### src/rtl/msg_peek_fifo_pkg.sv
// Shared message-type codes and the default type-tag width, so the FIFO and
// the decoder agree on the encoding.
package msg_peek_fifo_pkg;

  localparam int MSG_TYPE_BITS_DEF = 2;

  // Type 0 marks an empty slot; the FIFO keeps every unused slot at this value.
  localparam logic [MSG_TYPE_BITS_DEF-1:0] MSG_NONE = 2'd0;
  localparam logic [MSG_TYPE_BITS_DEF-1:0] MSG_OP   = 2'd1;
  localparam logic [MSG_TYPE_BITS_DEF-1:0] MSG_IMM  = 2'd2;
  localparam logic [MSG_TYPE_BITS_DEF-1:0] MSG_ADDR = 2'd3;

endpackage

### src/rtl/msg_peek_fifo.sv
// Typed-word FIFO between prefetch and decoder. Shift-register ordered:
// entries[0] is always the head. The oldest PEEK entries are visible at once
// and the consumer retires 0..PEEK of them per cycle. Flush drops everything.
module msg_peek_fifo
  import msg_peek_fifo_pkg::*;
#(
  parameter int DEPTH         = 4,
  parameter int DATA_BITS     = 16,
  parameter int MSG_TYPE_BITS = MSG_TYPE_BITS_DEF,
  parameter int PEEK          = 2,
  localparam int CNT_W        = $clog2(DEPTH + 1),
  localparam int CONS_W       = $clog2(PEEK + 1)
) (
  input  logic                           clk,
  input  logic                           rst_n,
  input  logic                           flush,
  input  logic                           in_valid,
  output logic                           in_ready,
  input  logic [MSG_TYPE_BITS-1:0]       in_type,
  input  logic [DATA_BITS-1:0]           in_data,
  output logic [PEEK*MSG_TYPE_BITS-1:0]  out_type,
  output logic [PEEK*DATA_BITS-1:0]      out_data,
  input  logic [CONS_W-1:0]              consume,
  output logic [CNT_W-1:0]               count,
  output logic                           underflow
);

  // Flat storage, kept as plain arrays so benches can probe them.
  logic [MSG_TYPE_BITS-1:0] entries_type [DEPTH];
  logic [DATA_BITS-1:0]     entries_data [DEPTH];

  logic [DEPTH-1:0][MSG_TYPE_BITS-1:0] type_nxt;
  logic [DEPTH-1:0][DATA_BITS-1:0]     data_nxt;

  logic [CNT_W-1:0] count_q;
  logic [CNT_W-1:0] count_nxt;
  logic [CNT_W-1:0] retire;
  logic [CNT_W-1:0] ins_idx;
  logic             push;
  logic             over;
  logic             underflow_q;

  // in_ready depends only on the registered count: a full FIFO never takes a
  // word in the same cycle it retires one.
  assign in_ready  = (count_q != CNT_W'(DEPTH));
  assign count     = count_q;
  assign underflow = underflow_q;

  // Clamp the retire amount to what is stored and find the insert slot.
  always_comb begin
    over      = 32'(consume) > 32'(count_q);
    retire    = over ? count_q : CNT_W'(consume);
    push      = in_valid & in_ready & ~flush;
    ins_idx   = count_q - retire;
    count_nxt = flush ? '0 : ins_idx + CNT_W'(push);
  end

  // Per-slot mux: keep a shifted-down survivor, take the new word at the
  // insert slot, otherwise zero so empty slots always read as MSG_NONE.
  for (genvar i = 0; i < DEPTH; i++) begin : g_slot
    logic [MSG_TYPE_BITS-1:0] t_n;
    logic [DATA_BITS-1:0]     d_n;

    // Next value of slot i.
    always_comb begin
      t_n = '0;
      d_n = '0;
      if (!flush) begin
        if (CNT_W'(i) < ins_idx) begin
          // Survivor: i + retire < count <= DEPTH, so the guard only trims
          // shift amounts that can never select this slot.
          for (int k = 0; k <= PEEK; k++) begin
            if (retire == CNT_W'(k) && (i + k) < DEPTH) begin
              t_n = entries_type[(i + k) % DEPTH];
              d_n = entries_data[(i + k) % DEPTH];
            end
          end
        end else if (push && ins_idx == CNT_W'(i)) begin
          t_n = in_type;
          d_n = in_data;
        end
      end
    end

    assign type_nxt[i] = t_n;
    assign data_nxt[i] = d_n;
  end

  // All state: entries, count and the sticky underflow flag.
  always_ff @(posedge clk or negedge rst_n) begin
    if (!rst_n) begin
      for (int i = 0; i < DEPTH; i++) begin
        entries_type[i] <= '0;
        entries_data[i] <= '0;
      end
      count_q     <= '0;
      underflow_q <= 1'b0;
    end else begin
      for (int i = 0; i < DEPTH; i++) begin
        entries_type[i] <= type_nxt[i];
        entries_data[i] <= data_nxt[i];
      end
      count_q <= count_nxt;
      if (!flush && over) underflow_q <= 1'b1;
    end
  end

  // Peek window: the oldest PEEK slots straight from the registers.
  for (genvar i = 0; i < PEEK; i++) begin : g_out
    assign out_type[i*MSG_TYPE_BITS +: MSG_TYPE_BITS] = entries_type[i];
    assign out_data[i*DATA_BITS +: DATA_BITS]         = entries_data[i];
  end

  // A pushed word must carry a real type; type 0 would read as an empty slot.
  a_push_type_nonzero: assert property (
    @(posedge clk) disable iff (!rst_n) push |-> (in_type != MSG_NONE)
  );

endmodule

### config.mk
export PLATFORM = sky130hd
export DESIGN_NAME = msg_peek_fifo
export DESIGN_NICKNAME = d
export VERILOG_FILES = /design/src/rtl/msg_peek_fifo_pkg.sv /design/src/rtl/msg_peek_fifo.sv
export SDC_FILE = /design/constraint.sdc
export NUM_CORES = 1
export LEC_CHECK = 0
export ABC_CLOCK_PERIOD_IN_PS = 4200
export BUFFER_PORTS_ARGS = -buffer_cell sky130_fd_sc_hd__buf_2
export CAP_MARGIN = 10
export CORE_ASPECT_RATIO = 0.9
export CORE_MARGIN = 10
export CORE_UTILIZATION = 55
export CTS_CLUSTER_DIAMETER = 40
export DETAILED_ROUTE_END_ITERATION = 16
export PLACE_DENSITY = 0.77
export SYNTH_ARGS = -nofsm -noshare
export SYNTH_HDL_FRONTEND = slang
export SYNTH_SLANG_ARGS = --single-unit
### constraint.sdc
create_clock -name clk -period 4.2 [get_ports clk]
set_input_delay 0.63 -clock clk [delete_from_list [all_inputs] [get_ports clk]]
set_output_delay 0.63 -clock clk [all_outputs]
set_load 0.02 [all_outputs]
# Yosys cells after proc, flatten, opt, wreduce, memory -nomap -nowiden

Cells that the tools add are included.

Add/subtract/negate cells: 2
Magnitude comparators: 5
Equal/unequal tests: 10
Mux-type cells: 38
Bitwise operators: 3
Reductions and logical operators: 8

Operators by type and width:

| operator                                               | number |
|---|---|
| 2-to-1 mux 16 bit                                      | 18 |
| 2-to-1 mux 2 bit                                       | 18 |
| == test 3 x 2 -> 1 bit (second input constant)         | 3 |
| == test 3 x 1 -> 1 bit (second input constant)         | 2 |
| logical NOT 3 bit                                      | 2 |
| < comparator 1 x 3 -> 1 bit (first input constant)     | 2 |
| < comparator 2 x 3 -> 1 bit (first input constant)     | 2 |
| 2-to-1 mux 3 bit                                       | 2 |
| inequality test 3 bit (second input constant)          | 2 |
| logical AND 1 bit                                      | 5 |
| inequality test 5 x 3 -> 1 bit (second input constant) | 1 |
| inequality test 5 bit (second input constant)          | 1 |
| inequality test 4 bit (second input constant)          | 1 |
| adder 3 x 1 -> 3 bit                                   | 1 |
| > comparator 2 x 3 -> 1 bit                            | 1 |
| subtractor 3 bit                                       | 1 |
| AND 1 bit                                              | 2 |
| logical NOT 1 bit                                      | 1 |
| NOT 1 bit                                              | 1 |

Register bits: 76
Bits of input ports: 24
Output and inout bits: 41

# Longest topological paths before layout

Word-level depth: 8
Gate-level depth with buffers: 17
Gate-level depth less buffers: 14

# Worst setup path before layout

No wires, ideal clock.

Path kind: input port to flip-flop
Start: input port consume[1]
End: register entries_data (netlist bit out_data[24])
Data arrival time: 3528 ps
Data required time: 4124 ps
Path slack: 596 ps
Stages on the path: 16
Cell sequence: inv_1 ha_1 a21oi_1 o21ai_2 o21ai_0 ha_1 inv_1 ha_1 or3_1 buf_2 and3b_1 buf_6 a2111oi_4 buf_6 a31oi_1 o21ai_1

Cells in the longest elaborated chain, start to end: 8
Elaborated cells between the ends (all ways): 15
Those cells by class: add/sub (1); order compare (2); eq/ne (4); mux (6); reduce/logical (2)

RTL lines:

| what                           | RTL line             | text |
|---|---|---|
| start: declaration             | msg_peek_fifo.sv:23  | `input logic [CONS_W-1:0] consume,` |
| > comparator 2 x 3 -> 1 bit    | msg_peek_fifo.sv:51  | `over = 32'(consume) > 32'(count_q);` |
| 2-to-1 mux 3 bit *             | msg_peek_fifo.sv:52  | `retire = over ? count_q : CNT_W'(consume);` |
| subtractor 3 bit               | msg_peek_fifo.sv:54  | `ins_idx = count_q - retire;` |
| == test 3 x 1 -> 1 bit         | msg_peek_fifo.sv:78  | `end else if (push && ins_idx == CNT_W'(i)) begin` |
| logical AND 1 bit              | msg_peek_fifo.sv:78  |  |
| 2-to-1 mux 16 bit              | msg_peek_fifo.sv:78  |  |
| 2-to-1 mux 16 bit              | msg_peek_fifo.sv:69  | `if (CNT_W'(i) < ins_idx) begin` |
| 2-to-1 mux 16 bit              | msg_peek_fifo.sv:68  | `if (!flush) begin` |
| end signal: indexed assignment | msg_peek_fifo.sv:101 | `entries_data[i] <= data_nxt[i];` |
| end: declaration               | msg_peek_fifo.sv:30  | `logic [DATA_BITS-1:0] entries_data [DEPTH];` |

Every way passes the cells marked *; elsewhere a longest branch is shown, timed or not.
A chain may end at the register's enable or synchronous reset.

# Worst setup path in the final report

Start: input port consume[1]
End: register entries_data (netlist bit out_data[2])

Cells in the longest elaborated chain, start to end: 8
Elaborated cells between the ends (all ways): 15
Those cells by class: add/sub (1); order compare (2); eq/ne (3); mux (6); reduce/logical (3)

RTL lines:

| what                                                                     | RTL line |
|---|---|
| > comparator 2 x 3 -> 1 bit                                              | msg_peek_fifo.sv:51 |
| 2-to-1 mux 3 bit *                                                       | msg_peek_fifo.sv:52 |
| parallel branches: the longest is 6 deep, another holds subtractor 3 bit | n/a |

Mark *: on every way between the ends.

==> run_summary.xml <==
<?xml version="1.0" encoding="UTF-8"?>
<metrics>
  <group name="outcome">
    <metric name="run_status" unit="">complete, no violations</metric>
  </group>
  <group name="clocking">
    <metric name="cts_post_setup_buffers_inserted" unit="">0</metric>
    <metric name="clock_tree.htree_level_count" unit="">3</metric>
    <metric name="clk_root_buffer_cell" unit="">sky130_fd_sc_hd__clkbuf_8</metric>
    <metric name="cts_max_path_buffers" unit="">2</metric>
    <metric name="worst_setup_hold_path_clk_slew" unit="ps">80</metric>
    <metric name="cts_tree" unit="">built</metric>
    <metric name="cts-resized-gates" unit="">0</metric>
    <metric name="tritoncts_num_sinks" unit="">76</metric>
    <metric name="holdBufCountCts" unit="">0</metric>
    <metric name="insertion_delay" unit="ps">350</metric>
    <metric name="cts_inserted_buffers" unit="">9</metric>
  </group>
  <group name="placement">
    <metric name="post-dp-hpwl" unit="um">7560</metric>
    <metric name="place_worst_setup_slack" unit="ps">318</metric>
    <metric name="portBuffers" unit="">64</metric>
    <metric name="gp_congestion" unit="">0.940</metric>
  </group>
  <group name="timing">
    <metric name="achievable-frequency" unit="MHz">277</metric>
    <metric name="setup_violations" unit="">0</metric>
    <metric name="worstMarginPinSlew" unit="ps">966</metric>
    <metric name="crit_path_time_final" unit="ps">3610</metric>
    <metric name="layout_setup_ws" unit="ps">589</metric>
    <metric name="hold_slack" unit="ps">396</metric>
    <metric name="final.period_utilization" unit="">0.860</metric>
    <metric name="fin_worst_skew" unit="ps">7.48</metric>
    <metric name="final_max_slew_viol_count" unit="">0</metric>
    <metric name="setup-tns-final" unit="ps">0</metric>
    <metric name="hold_viol" unit="">0</metric>
    <metric name="rsz0062_at_grt" unit="">false</metric>
    <metric name="relSlewSlack" unit="">0.356</metric>
  </group>
  <group name="worst_setup_path">
    <metric name="worst-endpoint-required" unit="ps">4470</metric>
    <metric name="worst_path_largest_cell_delay" unit="ps">410</metric>
    <metric name="worstSetupPathType" unit="">in2reg</metric>
    <metric name="setup.worst_path.start_class" unit="">input port</metric>
    <metric name="critPathBufInv" unit="">5</metric>
    <metric name="critical-path-slowest-cell" unit="">sky130_fd_sc_hd__or3_1</metric>
    <metric name="arrival_time_at_the_worst_endpoint" unit="ps">3880</metric>
    <metric name="critical_path_peak_fanout" unit="">13</metric>
    <metric name="worstPathCellList" unit="">buf_2, inv_1, ha_1, nor2b_1, o21ai_2, buf_4, nand2_1, o21ai_0, ha_1, inv_1, ha_1, or3_1, and4b_1, a2111oi_4, buf_4, a31oi_1, o2bb2ai_1</metric>
    <metric name="cp_top_delay_family" unit="">simple AND/OR/NAND/NOR gates</metric>
    <metric name="crit_path_end_kind" unit="">register</metric>
    <metric name="cp_common_cell" unit="">sky130_fd_sc_hd__ha_1</metric>
  </group>
  <group name="global_route">
    <metric name="first_pass_grt_wire_length" unit="um">19100</metric>
    <metric name="grt_max_degree" unit="">77</metric>
    <metric name="met1_layer_usage_reported_by_global_route" unit="">0.262</metric>
    <metric name="globalRoute.busiestLayer" unit="">met2</metric>
    <metric name="number_of_antenna_violations_at_the_first_check_in_global_routing" unit="">0</metric>
    <metric name="global_route.usage.total" unit="">0.200</metric>
    <metric name="grtUsageMet2" unit="">0.320</metric>
    <metric name="grtUsageMet3" unit="">0.0565</metric>
    <metric name="grt-ovfl-total" unit="">0</metric>
    <metric name="via_count_of_the_first_global_routing_pass" unit="">3562</metric>
  </group>
  <group name="yosys">
    <metric name="synth-edff-count" unit="">0</metric>
    <metric name="netlist_top_cells_area" unit="">sky130_fd_sc_hd__dfrtp_1 (45%), sky130_fd_sc_hd__a221oi_1 (7.5%), sky130_fd_sc_hd__a22o_1 (7.5%)</metric>
    <metric name="yosys.area.top_type" unit="">sky130_fd_sc_hd__dfrtp_1</metric>
    <metric name="post_synth.cell_area_avg" unit="sq um">10.0</metric>
    <metric name="synth_top_area_frac" unit="">0.450</metric>
    <metric name="synth_most_common_cell" unit="">sky130_fd_sc_hd__dfrtp_1</metric>
    <metric name="ffs_w_async_s_r_synth" unit="">1.00</metric>
    <metric name="synth_fp_nets" unit="">453</metric>
    <metric name="synthesis.area" unit="sq um">4230</metric>
    <metric name="yosysSeqAreaShare" unit="">0.450</metric>
    <metric name="ys_ff_latch" unit="">76</metric>
    <metric name="ys_dominant_reg_cell" unit="">sky130_fd_sc_hd__dfrtp_1</metric>
    <metric name="synth_commonest_cells" unit="">sky130_fd_sc_hd__dfrtp_1 (76), sky130_fd_sc_hd__nand2_1 (58), sky130_fd_sc_hd__buf_4 (38)</metric>
    <metric name="synth_cell_types" unit="">45</metric>
    <metric name="syn-instance-count" unit="">422</metric>
    <metric name="synth.yosys.warnings" unit="">0</metric>
  </group>
  <group name="final_layout">
    <metric name="filler_cell_count" unit="">643</metric>
    <metric name="diodes" unit="">0</metric>
    <metric name="synthesis_to_layout_area_growth" unit="%">10.6</metric>
    <metric name="finish.utilization" unit="">0.623</metric>
    <metric name="fin_nets" unit="">481</metric>
    <metric name="drive_gt1_frac" unit="">0.249</metric>
  </group>
  <group name="routing">
    <metric name="routed_length_per_instance" unit="um">21.2</metric>
    <metric name="avgViaCountPerCell" unit="">6.62</metric>
    <metric name="number_of_remaining_drc_errors" unit="">0</metric>
    <metric name="drt_pre_antenna_iters" unit="">4</metric>
    <metric name="detail_route.wirelength" unit="um">11600</metric>
    <metric name="drtAntennaViolNets" unit="">0</metric>
    <metric name="vias" unit="">3639</metric>
    <metric name="drtIter0Drc" unit="">218</metric>
  </group>
  <group name="floorplanning">
    <metric name="placeableCoreArea" unit="sq um">7510</metric>
    <metric name="initial_utilization" unit="">0.563</metric>
    <metric name="fp.dieArea" unit="sq um">11600</metric>
    <metric name="std_cell_rows" unit="">30</metric>
    <metric name="die_y" unit="um">103</metric>
    <metric name="ioPinCount" unit="">65</metric>
    <metric name="die_w" unit="um">112</metric>
  </group>
  <group name="flow_run">
    <metric name="drv_cap" unit="">0</metric>
  </group>
  <group name="hold_path">
    <metric name="hold_path_class" unit="">in2async</metric>
  </group>
  <group name="power">
    <metric name="powerDensity" unit="nW/um^2">812</metric>
    <metric name="leakage_power" unit="nW">2.09</metric>
    <metric name="peakVddDrop" unit="uV">498</metric>
  </group>
</metrics>
[where the power goes]
part	leakage (nW)	total (mW)	switching (mW)	internal, mW
Clock	0.113	0.639	0.272	0.367
Combinational	0.934	2.16	1.42	0.741
Sequential	1.04	0.997	0.112	0.885
[layout make-up]
class                           instances  area [sq um]  share of cell area
Clock inverter                          3          68.8              0.0147
Multi-Input combinational cell        267          1900               0.407
Timing Repair Buffer                   86           488               0.104
Inverter                               10          37.5             0.00803
Tap cell                               96           120              0.0257
Sequential cell                        76          1900               0.407
Clock buffer                           12           155              0.0332
[stage by stage]
step / area (sq um) / instances / power, mW
floorplan: 4230 / 422 / 2.62
CTS: 4680 / 550 / 3.79
detailed placement: 4450 / 535 / 3.14
finish: 4680 / 550 / 3.80
global placement: 4450 / 535 / 3.10
global route: 4680 / 550 / 4.03
[registers in the layout (all words and copies together) (netlist names)]
name,flops
entries_data,32
out_data,32
entries_type,4
out_type,4
count,3
underflow,1
[worst paths after layout]
| kind | slack [ps] | to | cells past startpoint | from |
|---|---|---|---|---|
| hold reg to reg | 470 | underflow$_DFFE_PN0P_ | 1 | underflow$_DFFE_PN0P_ |
| setup / recovery | 590 | out_data[2]$_DFFE_PN0P_ | 17 | consume[1] |
| min in group clk | 470 | underflow$_DFFE_PN0P_ | 1 | underflow$_DFFE_PN0P_ |
| hold / removal | 400 | count[1]$_DFF_PN0_ | 1 | rst_n |
| max in group asynchronous | 3150 | out_data[29]$_DFFE_PN0P_ | 1 | rst_n |
| setup reg to reg | 650 | out_data[2]$_DFFE_PN0P_ | 15 | count[1]$_DFF_PN0_ |
[per-layer routing]
| metal | wire length, um | share of wire | vias up |
|---|---|---|---|
| met4 | 170 | 0.015 | 0 |
| met5 | 0 | 0 | - |
| li1 | - | - | 1646 |
| met1 | 5020 | 0.43 | 1775 |
| met2 | 5420 | 0.47 | 197 |
| met3 | 1040 | 0.089 | 21 |
[kinds of logic (layout without fill, tap and decap cells)]
kind of cell    count (synthesis)  after routing  share of synthesized area
simple gates                   78             78                     0.0846
buf+inv                        79            111                      0.110
fa+ha+maj                       7              7                     0.0207
flops                          76             76                      0.450
mux                             2              2                    0.00503
compound gates                178            178                      0.326
xor+xnor                        2              2                    0.00414
[layout by cell type (no fill, tap or decap), drive strengths merged, types with 7 or more instances in the layout]
cell     count
o2bb2ai     18
ha           7
buf         86
a22o        36
inv         11
o21ai       22
dfrtp       76
o22ai       17
nand2       58
a221oi      36
a31oi       34
clkbuf      12
No activity file was read; power rests on OpenSTA's default activity.
